==> config.mk <==
export PLATFORM = sky130hd
export DESIGN_NAME = down_counter_scheduler
export DESIGN_NICKNAME = d
export VERILOG_FILES = /design/src/rtl/down_counter_scheduler.sv
export SDC_FILE = /design/constraint.sdc
export NUM_CORES = 1
export LEC_CHECK = 0
export ABC_AREA = 1
export CAP_MARGIN = 20
export CORE_AREA = 2 2 61 63
export CTS_CLUSTER_SIZE = 14
export DETAILED_ROUTE_END_ITERATION = 16
export DIE_AREA = 0 0 63 65
export GPL_TIMING_DRIVEN = 0
export PLACE_DENSITY = 0.78
export SYNTH_ARGS = -nofsm -noshare
export SYNTH_HDL_FRONTEND = slang
export SYNTH_SLANG_ARGS = --single-unit
==> constraint.sdc <==
create_clock -name clk -period 1.9 [get_ports clk]
set_clock_uncertainty 0.1 [all_clocks]
set_input_delay 0.38 -clock clk [delete_from_list [all_inputs] [get_ports clk]]
set_output_delay 0.38 -clock clk [all_outputs]
set_load 0.02 [all_outputs]
==> src/rtl/down_counter_scheduler.sv <==
// down_counter_scheduler: one loadable down counter shared by NREQ timer clients.
// A round-robin arbiter picks an owner in IDLE. The owner's load value is latched
// at the grant edge and counted down to zero. The owner then gets a one-cycle done
// pulse, and the block returns to IDLE. The owner just served has lowest priority
// in the next arbitration.
module down_counter_scheduler #(
    parameter int NREQ  = 4,
    parameter int WIDTH = 4
) (
    input  logic                  clk,
    input  logic                  rst,
    input  logic [NREQ-1:0]       req,
    input  logic [NREQ*WIDTH-1:0] req_data,
    output logic [NREQ-1:0]       grant,
    output logic [NREQ-1:0]       done,
    output logic                  busy,
    output logic [WIDTH-1:0]      count
);

    localparam int IW = (NREQ > 1) ? $clog2(NREQ) : 1;

    typedef enum logic [1:0] {
        IDLE  = 2'd0,
        LOAD  = 2'd1,
        CNT   = 2'd2,
        DN    = 2'd3
    } state_t;

    state_t                       state;
    logic [NREQ-1:0][WIDTH-1:0]   data_arr;
    logic [WIDTH-1:0]             held;      // load value captured at the grant edge
    logic [IW-1:0]                last;      // index of the most recently served owner
    logic [IW-1:0]                gidx;      // index of the current owner
    logic                         pick_vld;
    logic [IW-1:0]                pick_idx;
    logic [IW-1:0]                cand;

    // Slice the flat load-value bus into one entry per requester.
    for (genvar i = 0; i < NREQ; i++) begin : g_slice
        assign data_arr[i] = req_data[i*WIDTH +: WIDTH];
    end

    // Round-robin pick: the search runs from the farthest offset toward last+1, so
    // the closest set request after the last owner overwrites the earlier candidates.
    always_comb begin
        pick_vld = 1'b0;
        pick_idx = '0;
        cand     = '0;
        for (int k = NREQ; k >= 1; k--) begin
            cand = IW'((int'(last) + k) % NREQ);
            if (req[cand]) begin
                pick_vld = 1'b1;
                pick_idx = cand;
            end
        end
    end

    assign busy = (state != IDLE);

    // Service FSM with registered grant, done and count outputs.
    always_ff @(posedge clk or posedge rst) begin
        if (rst) begin
            state <= IDLE;
            grant <= '0;
            done  <= '0;
            count <= '0;
            held  <= '0;
            gidx  <= '0;
            last  <= IW'(NREQ - 1);
        end else begin
            case (state)
                IDLE: begin
                    if (pick_vld) begin
                        grant <= {{(NREQ-1){1'b0}}, 1'b1} << pick_idx;
                        held  <= data_arr[pick_idx];
                        gidx  <= pick_idx;
                        state <= LOAD;
                    end
                end
                LOAD: begin
                    count <= held;
                    state <= CNT;
                end
                CNT: begin
                    // Stop at zero. The counter never wraps below it.
                    if (count != '0) begin
                        count <= count - 1'b1;
                    end else begin
                        done  <= grant;
                        state <= DN;
                    end
                end
                DN: begin
                    done  <= '0;
                    grant <= '0;
                    last  <= gidx;
                    state <= IDLE;
                end
                default: state <= IDLE;
            endcase
        end
    end

endmodule

==> out/metrics.csv <==
metric,value,unit
core outline area,3500,um2
post-layout utilization of the core,61.8,%
final max-slew violation count,0,
Die X,63,um
CP max FO,8,
Clock transition at path regs,120,ps
Die Area,4100,um2
CP startpoint kind,flop,
clk_lat worst skew,300,ps
Leakage,1.08,nW
number of remaining DRC errors,0,
met2 Track Usage GR,30.3,%
hold path endpoint,held[3]$_DFFE_PP0P_,
final non-filler cell total,308,
TritonCTS Buffers,3,
vias in the first global route,1373,
power per cell area,1820,nW/um2
H-tree depth,1,
Hold Slack,396,ps
met1 usage,23.3,%
Routed WL,3480,um
RSZ-0062 raised after global routing,yes,
post-synthesis instance area,1490,um2
CTS tree,built,
post-synthesis sequential area ratio,37.2,%
GR peak layer,met2,
Buf/Inv on CP,3,
Crit. End Element,flop,
violated checks,setup timing,
routed via count,1480,
DR WL/cell,11.3,um
Final HPWL DP,2310,um
Post-synth EDFFs,0,
area grow syn2layout,45.5,%
first-pass GRT wire length,5860,um
Congestion Overflow GR,0,
post-synthesis mux area share,0,%
reg2reg path depth,11,
"most common cell after layout, fill and taps aside",nand2_1,
"flops & latches, synth",22,
drt initial violations,64,
Bufs on Longest Clock Path,2,
Initial Util,42.5,%
largest net degree at the start of global routing,23,
cell accounting for the most synthesized area,dfrtp_1,
DR pass1 iterations,4,
GR Util All Layers,17.5,%
slowest CP cell,dfstp_2,
"commonest non-fill, non-tap cells in the layout","59 x nand2_1, 33 x inv_1, 33 x clkdlybuf4s50_1",
minimum clock period,1970,ps
GR Util met3,1.56,%
CTS root buf,clkbuf_4,
ANT nets after route,0,
main combinational cell family by area after synthesis,simple AND/OR/NAND/NOR gates,
R2R setup slack,-70,ps
fin crit share,103,%
setup TNS,-285,ps
crit path kind,flop to flop,
setup ws final,-65.6,ps
Synth cell types,28,
relative slew slack,46.2,%
drt via density,4.81,
main flop type after synthesis,dfrtp_1,
Fmax achieved,0.509,GHz
hold path depth,2,
Synth area leaders,"dfrtp_1 34%, nand2_1 18%, inv_1 8.6%",
post-synthesis adder-cell area fraction,5.05,%
routability cong.,0.834,
# diodes,0,
Nets,289,
worst vdd ir,1.01,mV
CP cell instances,"buf_8, inv_8, nand2_2, nand2_2, and2_4, nor3b_4, nor2_4, clkinv_4, nor2_4, nand2_1, o22ai_1",
antenna violations before repair,0,
syn_nets,235,
Hold Crit Start,held[3]$_DFFE_PP0P_,
Post-Layout Inst Area,2160,um2
Synth Instances,207,
row count,22,
Synth async-reset ratio,100,%
Worst Hold Class,flop to flop,
TritonCTS Sinks,22,
Fin. Hold Viols,0,
Yosys warning count,0,
Final setup viols,9,
Post-Synth Simple-Gate Area,34.1,%
crit path DAT,2090,ps
DP Cell Count,289,
RR Startpoint,last[0]$_DFFE_PP1P_,
Post-DP Area,1890,um2
status,finished with violations,
Worst-Margin Slew,806,ps
post-synth top area share,33.7,%
complex-gate fraction of the synthesized area,11.4,%
Die Span Y,65,um
worst reg2reg path endpoint,grant[1]$_DFFE_PP0P_,
Synth Area in XOR/XNOR,0,%
"Req. time, crit path",2020,ps
layout cells sized above 1,25.0,%
I/O pin count,35,
Avg Inst Size Synth,7.18,um2
IO buf count,34,
Max-cap violations,0,
slowest cell delay on critical path,550,ps
kind of cell adding the most delay to the critical path,simple AND/OR/NAND/NOR gates,
power by group:
part	total [W]	switching, W	internal [W]	leakage (nW)
Clock	0.000217	0.000135	0.0000818	0.0150
Combinational	0.00290	0.00165	0.00125	0.785
Sequential	0.000817	0.000134	0.000684	0.277
Total	0.00393	0.00192	0.00201	1.08
synth_stat cells, drive strengths merged, types with 2 or more instances:
master,count
dfstp,2
nor2,4
nand3,21
a21oi,2
dfrtp,20
nand2,80
buf,2
inv,40
ha,6
o22ai,2
o21ai,21
what timing repair did:
item,4_1_cts,5_1_grt
hold buffers,0,0
gates cloned,1,0
gates resized for setup,21,21
pin swaps,9,17
buffers inserted,7,7
setup endpoints to repair,11,18
registers in the layout, summed over array words and instances (netlist names):
signal	count
count	4
done	4
grant	4
held	4
gidx	2
last	2
state	2
worst max-delay path by stage:
stage	start	endpoint	depth (start not counted)
finish	last[0]$_DFFE_PP1P_	grant[1]$_DFFE_PP0P_	11
global route	last[0]$_DFFE_PP1P_	held[3]$_DFFE_PP0P_	17
CTS	last[0]$_DFFE_PP1P_	held[1]$_DFFE_PP0P_	14
detailed placement	req[1]	held[0]$_DFFE_PP0P_	15
global placement	req[1]	held[2]$_DFFE_PP0P_	15
floorplan	last[0]$_DFFE_PP1P_	held[0]$_DFFE_PP0P_	17
routing by layer:
metal  routed length [um]  up-vias
met2                 1730       43
li1                     -      752
met3                  104        6
met5                    0        -
met4                   51        0
met1                 1590      679
through the flow:
stage	setup WS (ps)	total power (W)
floorplan	58.2	0.00249
global placement	-297	0.00301
detailed placement	-317	0.00307
CTS	-43.1	0.00360
global route	-193	0.00432
finish	-65.6	0.00393
logic make-up after synthesis:
group           count (synthesis)
simple gates                  108
buf+inv                        42
compound gates                 29
flops                          22
fa+ha+maj                       6
tightest hold or removal path: cells and delay by family, from the launching register on:
family | cells | cell delay [ps]
DFF | 1 | 370
and+or+nand+nor | 2 | 110
area by class of cell:
type                       count  area, um2
sequential                    22        553
fill                         319       1330
multi-input combinational    143        862
clock buffer                   4       26.3
timing repair buffer          49        472
tap                           48       60.1
buffer                         2       26.3
inverter                      40        163
No activity file was read; power rests on OpenSTA's default activity.
